`src/rtl/bfly_ingress_sched_pkg.sv`:
```
// Shared types and defaults for the butterfly ingress scheduler.
// Optional statistics build: define BFLY_SCHED_STATS_EN.
package bfly_pkg;

    localparam int unsigned DEF_DW      = 35;
    localparam int unsigned DEF_N       = 8;
    localparam int unsigned DEF_CREDITS = 4;
    localparam int unsigned IDX_W       = $clog2(DEF_N);

    typedef enum logic [1:0] {
        RUN   = 2'd0,
        DRAIN = 2'd1,
        DONE  = 2'd2
    } sched_state_e;

    // Destination index carried in the top bits of a beat (default geometry).
    function automatic logic [IDX_W-1:0] dst_of(input logic [DEF_DW-1:0] data);
        return data[DEF_DW-1 -: IDX_W];
    endfunction

endpackage

```
`src/rtl/bfly_ingress_sched_if.sv`:
```
// Upstream stream, butterfly input ports and credit-return pulses.
// The scheduler uses the slave modport; the upstream/network side uses master.
interface bfly_ingress_sched_if
    import bfly_pkg::*;
#(
    parameter int unsigned DW = DEF_DW,
    parameter int unsigned N  = DEF_N
);
    logic                  s_valid;
    logic                  s_ready;
    logic [DW-1:0]         s_data;
    logic [N-1:0]          m_valid;
    logic [N-1:0]          m_ready;
    logic [N-1:0][DW-1:0]  m_data;
    logic [N-1:0]          ret_valid;

    modport slave (
        input  s_valid, s_data, m_ready, ret_valid,
        output s_ready, m_valid, m_data
    );

    modport master (
        output s_valid, s_data, m_ready, ret_valid,
        input  s_ready, m_valid, m_data
    );
endinterface

```
`src/rtl/bfly_ingress_sched_credit_ctr.sv`:
```
// Per-destination credit counter: take on dispatch, give on return.
// err flags a lone return while the counter is already full.
module bfly_credit_ctr #(
    parameter int unsigned CREDITS = 4
) (
    input  logic clk,
    input  logic rst_n,
    input  logic take,
    input  logic give,
    output logic avail,
    output logic full,
    output logic err
);
    localparam int unsigned CW = $clog2(CREDITS + 1);

    logic [CW-1:0] cnt;

    assign avail = (cnt != '0);
    assign full  = (cnt == CW'(CREDITS));
    assign err   = give && !take && full;

    // Count in-flight credit; simultaneous take/give cancel, overflow is held.
    always_ff @(posedge clk or negedge rst_n) begin
        if (!rst_n) begin
            cnt <= CW'(CREDITS);
        end else if (take && !give) begin
            cnt <= cnt - CW'(1);
        end else if (give && !take && !full) begin
            cnt <= cnt + CW'(1);
        end
    end

endmodule

```
`src/rtl/bfly_ingress_sched.sv`:
```
// Credit-based ingress scheduler feeding the butterfly input ports in
// rotating order. Optional statistics outputs: define BFLY_SCHED_STATS_EN.
module bfly_ingress_sched
    import bfly_pkg::*;
#(
    parameter int unsigned DW      = DEF_DW,
    parameter int unsigned N       = DEF_N,
    parameter int unsigned CREDITS = DEF_CREDITS
) (
    input  logic                clk,
    input  logic                rst_n,
    bfly_ingress_sched_if.slave bus,
    input  logic                drain_req,
    output logic                drain_done,
    output logic                idle,
    output logic                cred_err
`ifdef BFLY_SCHED_STATS_EN
    ,
    output logic [N-1:0][31:0]  stat_disp,
    output logic [31:0]         stat_stall
`endif
);
    localparam int unsigned PTR_W = $clog2(N);

    sched_state_e     state;
    logic             started;
    logic             hold_v;
    logic [PTR_W-1:0] hold_port;
    logic [DW-1:0]    hold_data;
    logic [PTR_W-1:0] ptr;
    logic [PTR_W-1:0] dst;
    logic [N-1:0]     take;
    logic [N-1:0]     avail;
    logic [N-1:0]     full;
    logic [N-1:0]     err;
    logic             hold_free;
    logic             accept;

    assign dst       = bus.s_data[DW-1 -: PTR_W];
    assign hold_free = !hold_v || bus.m_ready[hold_port];
    // drain_req is folded in so a drain request wins over an accept in the same cycle
    assign bus.s_ready = started && (state == RUN) && !drain_req && avail[dst] && hold_free;
    assign accept      = bus.s_valid && bus.s_ready;
    assign idle        = (&full) && !hold_v;

    // Decode the accepted beat's destination into per-counter take strobes.
    always_comb begin
        take = '0;
        if (accept) begin
            take[dst] = 1'b1;
        end
    end

    for (genvar i = 0; i < N; i++) begin : g_cred
        bfly_credit_ctr #(.CREDITS(CREDITS)) u_ctr (
            .clk   (clk),
            .rst_n (rst_n),
            .take  (take[i]),
            .give  (bus.ret_valid[i]),
            .avail (avail[i]),
            .full  (full[i]),
            .err   (err[i])
        );
    end

    // Holding register and rotating port pointer.
    always_ff @(posedge clk or negedge rst_n) begin
        if (!rst_n) begin
            hold_v    <= 1'b0;
            hold_port <= '0;
            hold_data <= '0;
            ptr       <= '0;
        end else if (accept) begin
            hold_v    <= 1'b1;
            hold_port <= ptr;
            hold_data <= bus.s_data;
            ptr       <= ptr + PTR_W'(1);
        end else if (hold_v && bus.m_ready[hold_port]) begin
            hold_v <= 1'b0;
        end
    end

    // Present the held beat on its port only; every other port idles at zero.
    always_comb begin
        bus.m_valid = '0;
        bus.m_data  = '0;
        if (hold_v) begin
            bus.m_valid[hold_port] = 1'b1;
            bus.m_data[hold_port]  = hold_data;
        end
    end

    // Run/drain/done sequencing; started keeps s_ready low until the first clock.
    always_ff @(posedge clk or negedge rst_n) begin
        if (!rst_n) begin
            state      <= RUN;
            drain_done <= 1'b0;
            started    <= 1'b0;
        end else begin
            started    <= 1'b1;
            drain_done <= 1'b0;
            unique case (state)
                RUN: begin
                    if (drain_req) state <= DRAIN;
                end
                DRAIN: begin
                    if (idle) begin
                        state      <= DONE;
                        drain_done <= 1'b1;
                    end
                end
                DONE: begin
                    if (!drain_req) state <= RUN;
                end
                default: state <= RUN;
            endcase
        end
    end

    // Sticky credit overflow flag, cleared only by reset.
    always_ff @(posedge clk or negedge rst_n) begin
        if (!rst_n) begin
            cred_err <= 1'b0;
        end else if (|err) begin
            cred_err <= 1'b1;
        end
    end

`ifdef BFLY_SCHED_STATS_EN
    // Free-running dispatch and stall counters, wrapping at 2^32.
    always_ff @(posedge clk or negedge rst_n) begin
        if (!rst_n) begin
            stat_disp  <= '0;
            stat_stall <= '0;
        end else begin
            for (int unsigned i = 0; i < N; i++) begin
                if (take[i]) stat_disp[i] <= stat_disp[i] + 32'd1;
            end
            if ((state == RUN) && bus.s_valid && !bus.s_ready) begin
                stat_stall <= stat_stall + 32'd1;
            end
        end
    end
`endif

endmodule

```
`src/flat_wrapper.sv`:
```
// flat-port wrapper written by rule: the top's interface ports become plain ports
module bfly_ingress_sched_flat import bfly_pkg::*;
#(
    parameter int unsigned DW      = DEF_DW,
    parameter int unsigned N       = DEF_N,
    parameter int unsigned CREDITS = DEF_CREDITS
)
  (clk, rst_n, drain_req, drain_done, idle, cred_err, bus_s_valid, bus_s_data, bus_m_ready, bus_ret_valid, bus_s_ready, bus_m_valid, bus_m_data);
  bfly_ingress_sched_if #(.DW(DW), .N(N)) bus_i ();
  input  logic clk;
  input  logic rst_n;
  input  logic drain_req;
  output logic drain_done;
  output logic idle;
  output logic cred_err;
  input wire logic [$bits(bus_i.s_valid)-1:0] bus_s_valid;
  input wire logic [$bits(bus_i.s_data)-1:0] bus_s_data;
  input wire logic [$bits(bus_i.m_ready)-1:0] bus_m_ready;
  input wire logic [$bits(bus_i.ret_valid)-1:0] bus_ret_valid;
  output wire logic [$bits(bus_i.s_ready)-1:0] bus_s_ready;
  output wire logic [$bits(bus_i.m_valid)-1:0] bus_m_valid;
  output wire logic [$bits(bus_i.m_data)-1:0] bus_m_data;
  assign bus_i.s_valid = bus_s_valid;
  assign bus_i.s_data = bus_s_data;
  assign bus_i.m_ready = bus_m_ready;
  assign bus_i.ret_valid = bus_ret_valid;
  assign bus_s_ready = bus_i.s_ready;
  assign bus_m_valid = bus_i.m_valid;
  assign bus_m_data = bus_i.m_data;
  bfly_ingress_sched #(.DW(DW), .N(N), .CREDITS(CREDITS)) u_core (.clk(clk), .rst_n(rst_n), .bus(bus_i), .drain_req(drain_req), .drain_done(drain_done), .idle(idle), .cred_err(cred_err));
endmodule
```
`config.mk`:
```
export PLATFORM = sky130hd
export DESIGN_NAME = bfly_ingress_sched_flat
export DESIGN_NICKNAME = d
export VERILOG_FILES = /design/src/rtl/bfly_ingress_sched_pkg.sv /design/src/rtl/bfly_ingress_sched_if.sv /design/src/rtl/bfly_ingress_sched_credit_ctr.sv /design/src/rtl/bfly_ingress_sched.sv /design/src/flat_wrapper.sv
export SDC_FILE = /design/constraint.sdc
export NUM_CORES = 1
export LEC_CHECK = 0
export CORE_MARGIN = 4
export CORE_UTILIZATION = 40
export CTS_BUF_LIST = sky130_fd_sc_hd__clkbuf_16
export CTS_CLUSTER_SIZE = 16
export DETAILED_ROUTE_END_ITERATION = 16
export GPL_TIMING_DRIVEN = 0
export HOLD_SLACK_MARGIN = 0.03
export PLACE_DENSITY = 0.88
export REMOVE_ABC_BUFFERS = 1
export SKIP_CTS_REPAIR_TIMING = 1
export SLEW_MARGIN = 20
export SYNTH_ARGS = -nofsm -noshare
export SYNTH_HDL_FRONTEND = slang
export SYNTH_HIERARCHICAL = 1
export SYNTH_SLANG_ARGS = --single-unit
```
`constraint.sdc`:
```
create_clock -name clk -period 3.6 [get_ports clk]
set_input_delay 0.72 -clock clk [delete_from_list [all_inputs] [get_ports clk]]
set_output_delay 0.72 -clock clk [all_outputs]
set_load 0.005 [all_outputs]
```
# After elaboration in Yosys (flattened, before gate mapping)
# Index checks and enable logic that the tools add are counted.
dict set report word_totals {
  ff_bits 71
  output_inout_bits 292
  word_cells 177
}
dict set report op_classes {
  n_addsub 17
  magnitude_cmp 4
  eq_ne 13
  muxes 37
  bitwise 1
  reduce_logical 89
}
# cell n
set op_table {}
lappend op_table {{$and A280 B280 Y280} 1}
lappend op_table {{$mux W280} 1}
lappend op_table {{$demux W35 S3} 1}
lappend op_table {{$mux W3} 16}
lappend op_table {{$logic_and A1 B1 Y1} 41}
lappend op_table {{$mux W35} 1}
lappend op_table {{$add A3 B1 Y3 const B} 9}
lappend op_table {{$logic_not A1 Y1} 26}
lappend op_table {{$eq A3 B3 Y1 const B} 8}
lappend op_table {{$reduce_bool A3 Y1} 8}
lappend op_table {{$sub A3 B1 Y3 const B} 8}
lappend op_table {{$reduce_bool A2 Y1} 9}
lappend op_table {{$mux W8} 2}
lappend op_table {{$lt A3 B4 Y1 const B} 2}
lappend op_table {{$mux W1} 8}
lappend op_table {{$reduce_and A8 Y1} 1}
lappend op_table {{$reduce_or A8 Y1} 1}
lappend op_table {{$bmux W1 S3} 2}
lappend op_table {{$demux W1 S3} 2}
lappend op_table {{$ge A3 B1 Y1 const B} 2}
lappend op_table {{$mux W2} 3}
lappend op_table {{$ne A2 B2 Y1 const B} 3}
lappend op_table {{$pmux W2 S3} 1}
lappend op_table {{$reduce_and A3 Y1} 1}
lappend op_table {{other kinds (4)} 4}

# Depth between registers and ports, before layout
dict set report depth {
  depth_word 12
  mapped_depth 15
  ltp_nobuf 12
}

# By module
# Netlist, hierarchy kept.
# module instances cells_each area_each_um2 seq_area_each_um2
set modules_own_cells {}
lappend modules_own_cells {bfly_ingress_sched 1 465 4097.7 1176.1}
lappend modules_own_cells {bfly_credit_ctr 8 34 296.5 76.3}

# Worst setup path after synthesis
# OpenSTA, ideal clock, no wires.
dict set report synth_path {
  path_type {input to register}
  startpoint {input port bus_s_data[34]}
  endpoint {register u_core.g_cred[4].u_ctr.cnt[1]}
  setup_ns 0.126
  t_arrival_ns 3.338
  t_required_ns 3.474
  path_slack_ns 0.136
  cell_stages 13
  path_cell_list {clkbuf_1 > a211oi_1 > a311oi_2 > nand4_4 > buf_6 > nor4_1 > buf_12 > nand2b_1 > xnor2_1 > ha_1 > mux2i_1 > nor2_1 > a221o_1}
}
dict set report synth_between {
  elab_chain_len 10
  word_cells_on_any_way 17
  cone_classes {2 x order compare; 6 x mux; 9 x reduce/logical}
}
# item line_no
set synth_lines {}
lappend synth_lines {{start: declaration} flat_wrapper.sv:17} ;# input wire logic [$bits(bus_i.s_data)-1:0] bus_s_data;
lappend synth_lines {{branches (longest 5 deep; another with $lt A3 B4 Y1)} -}
lappend synth_lines {{$mux W8 *} bfly_ingress_sched.sv:49} ;# if (accept) begin
lappend synth_lines {{net u_core.take[4]} bfly_ingress_sched.sv:32} ;# logic [N-1:0] take;
lappend synth_lines {{$logic_not A1 Y1} bfly_ingress_sched_credit_ctr.sv:28} ;# end else if (give && !take && !full) begin
lappend synth_lines {{$logic_and A1 B1 Y1 (2 in a row)} bfly_ingress_sched_credit_ctr.sv:28}
lappend synth_lines {{$reduce_bool A2 Y1 (no source line)} -}
lappend synth_lines {{end signal: assignment} bfly_ingress_sched_credit_ctr.sv:25} ;# cnt <= CW'(CREDITS);
lappend synth_lines {{end signal: assignment} bfly_ingress_sched_credit_ctr.sv:27} ;# cnt <= cnt - CW'(1);
lappend synth_lines {{end signal: assignment} bfly_ingress_sched_credit_ctr.sv:29} ;# cnt <= cnt + CW'(1);
lappend synth_lines {{end: declaration} bfly_ingress_sched_credit_ctr.sv:16} ;# logic [CW-1:0] cnt;
# Mark *: on every way through the listed nets, which the timed path passes. The select of a mux whose other input is x is not followed.
# A chain may end at the register's enable or synchronous reset.

# Worst setup path in the final report
dict set report layout_path {
  startpoint {input port drain_req}
  endpoint {register u_core.g_cred[5].u_ctr.cnt[1]}
}
dict set report layout_between {
  elab_chain_len 10
  word_cells_on_any_way 12
  cone_classes {2 x mux; 10 x reduce/logical}
}
# item line_no
set layout_lines {}
lappend layout_lines {{start: declaration} flat_wrapper.sv:12} ;# input logic drain_req;
lappend layout_lines {{$logic_not A1 Y1 *} bfly_ingress_sched.sv:42} ;# assign bus.s_ready = started && (state == RUN) && !drain_req && avail[dst] && hold_free;
lappend layout_lines {{$logic_and A1 B1 Y1 * (3 in a row)} bfly_ingress_sched.sv:42}
lappend layout_lines {{$logic_and A1 B1 Y1 *} bfly_ingress_sched.sv:43} ;# assign accept = bus.s_valid && bus.s_ready;
lappend layout_lines {{$mux W8 *} bfly_ingress_sched.sv:49}
lappend layout_lines {{net u_core.take[5]} bfly_ingress_sched.sv:32}
lappend layout_lines {{$logic_not A1 Y1} bfly_ingress_sched_credit_ctr.sv:28}
lappend layout_lines {{$logic_and A1 B1 Y1 (2 in a row)} bfly_ingress_sched_credit_ctr.sv:28}
lappend layout_lines {{$reduce_bool A2 Y1 (no source line)} -}
lappend layout_lines {{end signal: assignment} bfly_ingress_sched_credit_ctr.sv:25}
lappend layout_lines {{end signal: assignment} bfly_ingress_sched_credit_ctr.sv:27}
lappend layout_lines {{end signal: assignment} bfly_ingress_sched_credit_ctr.sv:29}
lappend layout_lines {{end: declaration} bfly_ingress_sched_credit_ctr.sv:16}
# The timed path passes the listed nets; every way through them passes the cells marked *.

==> out/summary.txt <==
==================================================================================
Required time reported for the critical path endpoint                      3.82 ns
Total via count after detailed routing                                       6,530
Clock net sink count                                                            71
Status                                                                finished clean
Number of warnings printed during yosys synthesis                                6
Vias in the first global route                                               5,877
Number of buffers created by CTS                                                 9
Area share of the largest cell type after synthesis                         0.2707
Ratio of cells with drive above 1 in the final layout                       0.1152
Max Clk Rate                                                             286.7 MHz
Worst path cell trace                                                 clkdlybuf4s50_1, or4b_1, a21oi_4, nand4_4, buf_4, nor4b_4, nand2b_1, xnor2_1, ha_1, mux2i_1, nor2_1, a221o_1
Number of synthesized register bits                                             71
Worst clock skew                                                       0.007646 ns
Distinct cell type count after synthesis                                        42
Syn_area_per_cell                                                        8.779 µm²
Post-DR vias/cell                                                            5.050
Startpoint class of the critical path                                 primary input
Yosys top cell by area                                                      and2_1
Htree depth                                                                      3
# IOs                                                                          347
Final Hold Viols                                                                 0
DPL Wire Length                                                           18.78 mm
Sequential cell area fraction in the yosys report                           0.2762
Max FO, Critical Path                                                            5
TritonCTS clock tree                                                           yes
All-layer global routing usage                                              0.2522
First-pass GRT wire length                                                35.96 mm
Filler cell count                                                            1,319
Synth area leaders                                                    and2_1, dfrtp_1, mux2_4, buf_6, dfstp_2
Logic pwr share                                                              0.297
Number of remaining DRC errors                                                   0
Cell Int Power                                                             1974 µW
Die area                                                                18,270 µm²
Remaining global-route overflow                                                  0
Die boundary width                                                        135.2 µm
Std-Cell Core Area                                                      15,890 µm²
Clock insertion delay at the later pin of the skew report                  0.33 ns
# rows                                                                          46
Beginning of the critical path                                           drain_req
Peak per-stage delay on the critical path                                  0.53 ns
Buffer depth of the longest clock path                                           2
Number of flops mapped to enable cells by yosys                                  0
Setup TNS                                                                     0 ns
Antenna violations before repair                                                 2
Routability congestion estimate from global placement                       0.8393
Tcrit/Tclk final                                                            0.9689
Post-route minimum period                                                 3.488 ns
Switching power share of the total                                          0.3530
Final core occ                                                              0.6641
Arrival time reported for the critical path endpoint                       3.71 ns
Worst min-delay path category                                         primary input to async pin
Final Worst Setup Slack                                                  0.1119 ns
Net switching power figure                                                 1077 µW
Die height                                                                135.2 µm
Most instantiated cells after synthesis                               and2_1, dfrtp_1, nor2_1
Crit path kind                                                        primary input to register
Standby leakage power                                                  0.004314 µW
Synthesized area                                                          6470 µm²
Ys flop type                                                               dfrtp_1
Synth async-reset ratio                                                      1.000
Final WL                                                                  25.20 mm
Violation count after the first detailed-route iteration                       467
Routed WL per cell                                                        19.49 µm
Clock power frac                                                             0.281
Layout-stage area growth over the synthesis result                          63.06%
Number of setup violations in the final report                                   0
Clock-pin slew on the worst setup and hold paths                           0.06 ns
Max rail drop VDD                                                      0.0003384 V
Buffers on Ports                                                               346
Flop pwr share                                                               0.422
Detailed-router iteration count before antenna repair                            5
Clk Tree Root Cell                                                       clkbuf_16
Max-cap check violation count                                                    0
Slew Limit Headroom                                                         0.2424
Maximum number of pins on one net before global-route repair                    47
Number of standard cells after synthesis                                       737
Tightest Pin Transition                                                   1.134 ns
Cell with the largest stage delay on the worst path                         or4b_1
Start of the worst register-to-register path                          u_core/hold_port[2]
Max-slew violation count                                                         0
Remaining number of nets flagged by the antenna check after routing              0
Place WS                                                                 -1.863 ns
Critical Path Sink Type                                                   register
Net count, final                                                             1,135
Pwr per Cell Area                                                     289.1 nW/µm²
Starting Density                                                            0.4073
Most common cell in the netlist                                             and2_1
==================================================================================
[layout by cell type (no fill, tap or decap), drive strengths merged, types with 9 or more instances in the layout]
cell type      count
mux2              39
nand2             32
clkbuf            10
and3               9
o21ai              9
dfrtp             63
inv               29
nor2              36
mux2i             14
nor2b             10
ha                 9
nor4              11
buf               32
clkdlybuf4s50    342
o31ai             16
and2             280
nand2b            12
a21oi             10
xnor2             10
nor3              14
[cell families after synthesis]
family,count (synthesis),synth area share
mux,54,0.1133
xor+xnor,18,0.02437
compound gates,80,0.09128
flops,71,0.2762
other cells,1,0.0005796
simple gates,421,0.3841
buf+inv,83,0.09282
fa+ha+maj,9,0.01741
[worst max-delay path: cells and delay by family]
kind | cells | cell delay, ns
muxes | 1 | 0.14
adders and majority gates | 1 | 0.32
and+or+nand+nor | 5 | 1.23
buffers and inverters | 2 | 0.64
AOI/OAI and AO/OA | 2 | 0.51
xor gates and xnor gates | 1 | 0.14
[state kept, by name (all words and copies together), names as in the netlist]
register	cells
u_core/g_cred.u_ctr/cnt	24
u_core/ptr	3
u_core/cred_err	1
u_core/hold_port	3
u_core/hold_v	1
u_core/hold_data	35
u_core/started	1
u_core/drain_done	1
u_core/state	2
[worst paths after layout]
| kind | endpoint | slack (ns) | cells past startpoint |
|---|---|---|---|
| max | u_core/g_cred[5].u_ctr/cnt[1] | 0.11 | 12 |
| max in group asynchronous | u_core/g_cred[5].u_ctr/cnt[2] | 2.68 | 2 |
| min | u_core/g_cred[1].u_ctr/cnt[0] | 0.30 | 1 |
| max reg2reg | u_core/g_cred[5].u_ctr/cnt[1] | 0.26 | 12 |
| min in group clk | u_core/state[0] | 0.46 | 1 |
| min reg2reg | u_core/state[0] | 0.46 | 1 |
[layout make-up]
cell class | count | area [µm²] | area share
sequential | 71 | 1787 | 0.1694
antenna | 1 | 2.502 | 0.0002372
clock inverter | 7 | 56.30 | 0.005337
timing repair buffer | 377 | 3821 | 0.3622
clock buffer | 9 | 225.2 | 0.02135
tap | 216 | 270.3 | 0.02562
inverter | 27 | 101.3 | 0.009606
multi-input combinational | 585 | 4287 | 0.4063
[stage by stage]
stage | total power [µW] | area, µm² | std cells | hold WS (ns)
after floorplan | 1873 | 5971 | 681 | 0.4244
after global placement | 2093 | 9704 | 1243 | 0.4514
after detailed placement | 2160 | 9981 | 1255 | 0.4563
after CTS | 3032 | 10260 | 1271 | 0.3060
after global routing | 3255 | 10550 | 1293 | 0.3212
final | 3050 | 10550 | 1293 | 0.2988
[power by group through the flow]
stage	Combinational, µW	Clock (µW)	Sequential (µW)
3_3_place_gp	820	0	1270
2_1_floorplan	673	0	1200
5_1_grt	1020	905	1330
4_1_cts	877	877	1280
3_5_place_dp	872	0	1290
6_report	907	857	1290
[metal layers]
metal,vias up,GRT usage,part of all wire
li1,3135,-,-
met3,42,0.05869,0.065
met5,-,0,0.0011
met2,236,0.4428,0.51
met4,2,0.06943,0.024
met1,3115,0.3104,0.40
No activity file was read; power rests on OpenSTA's default activity.
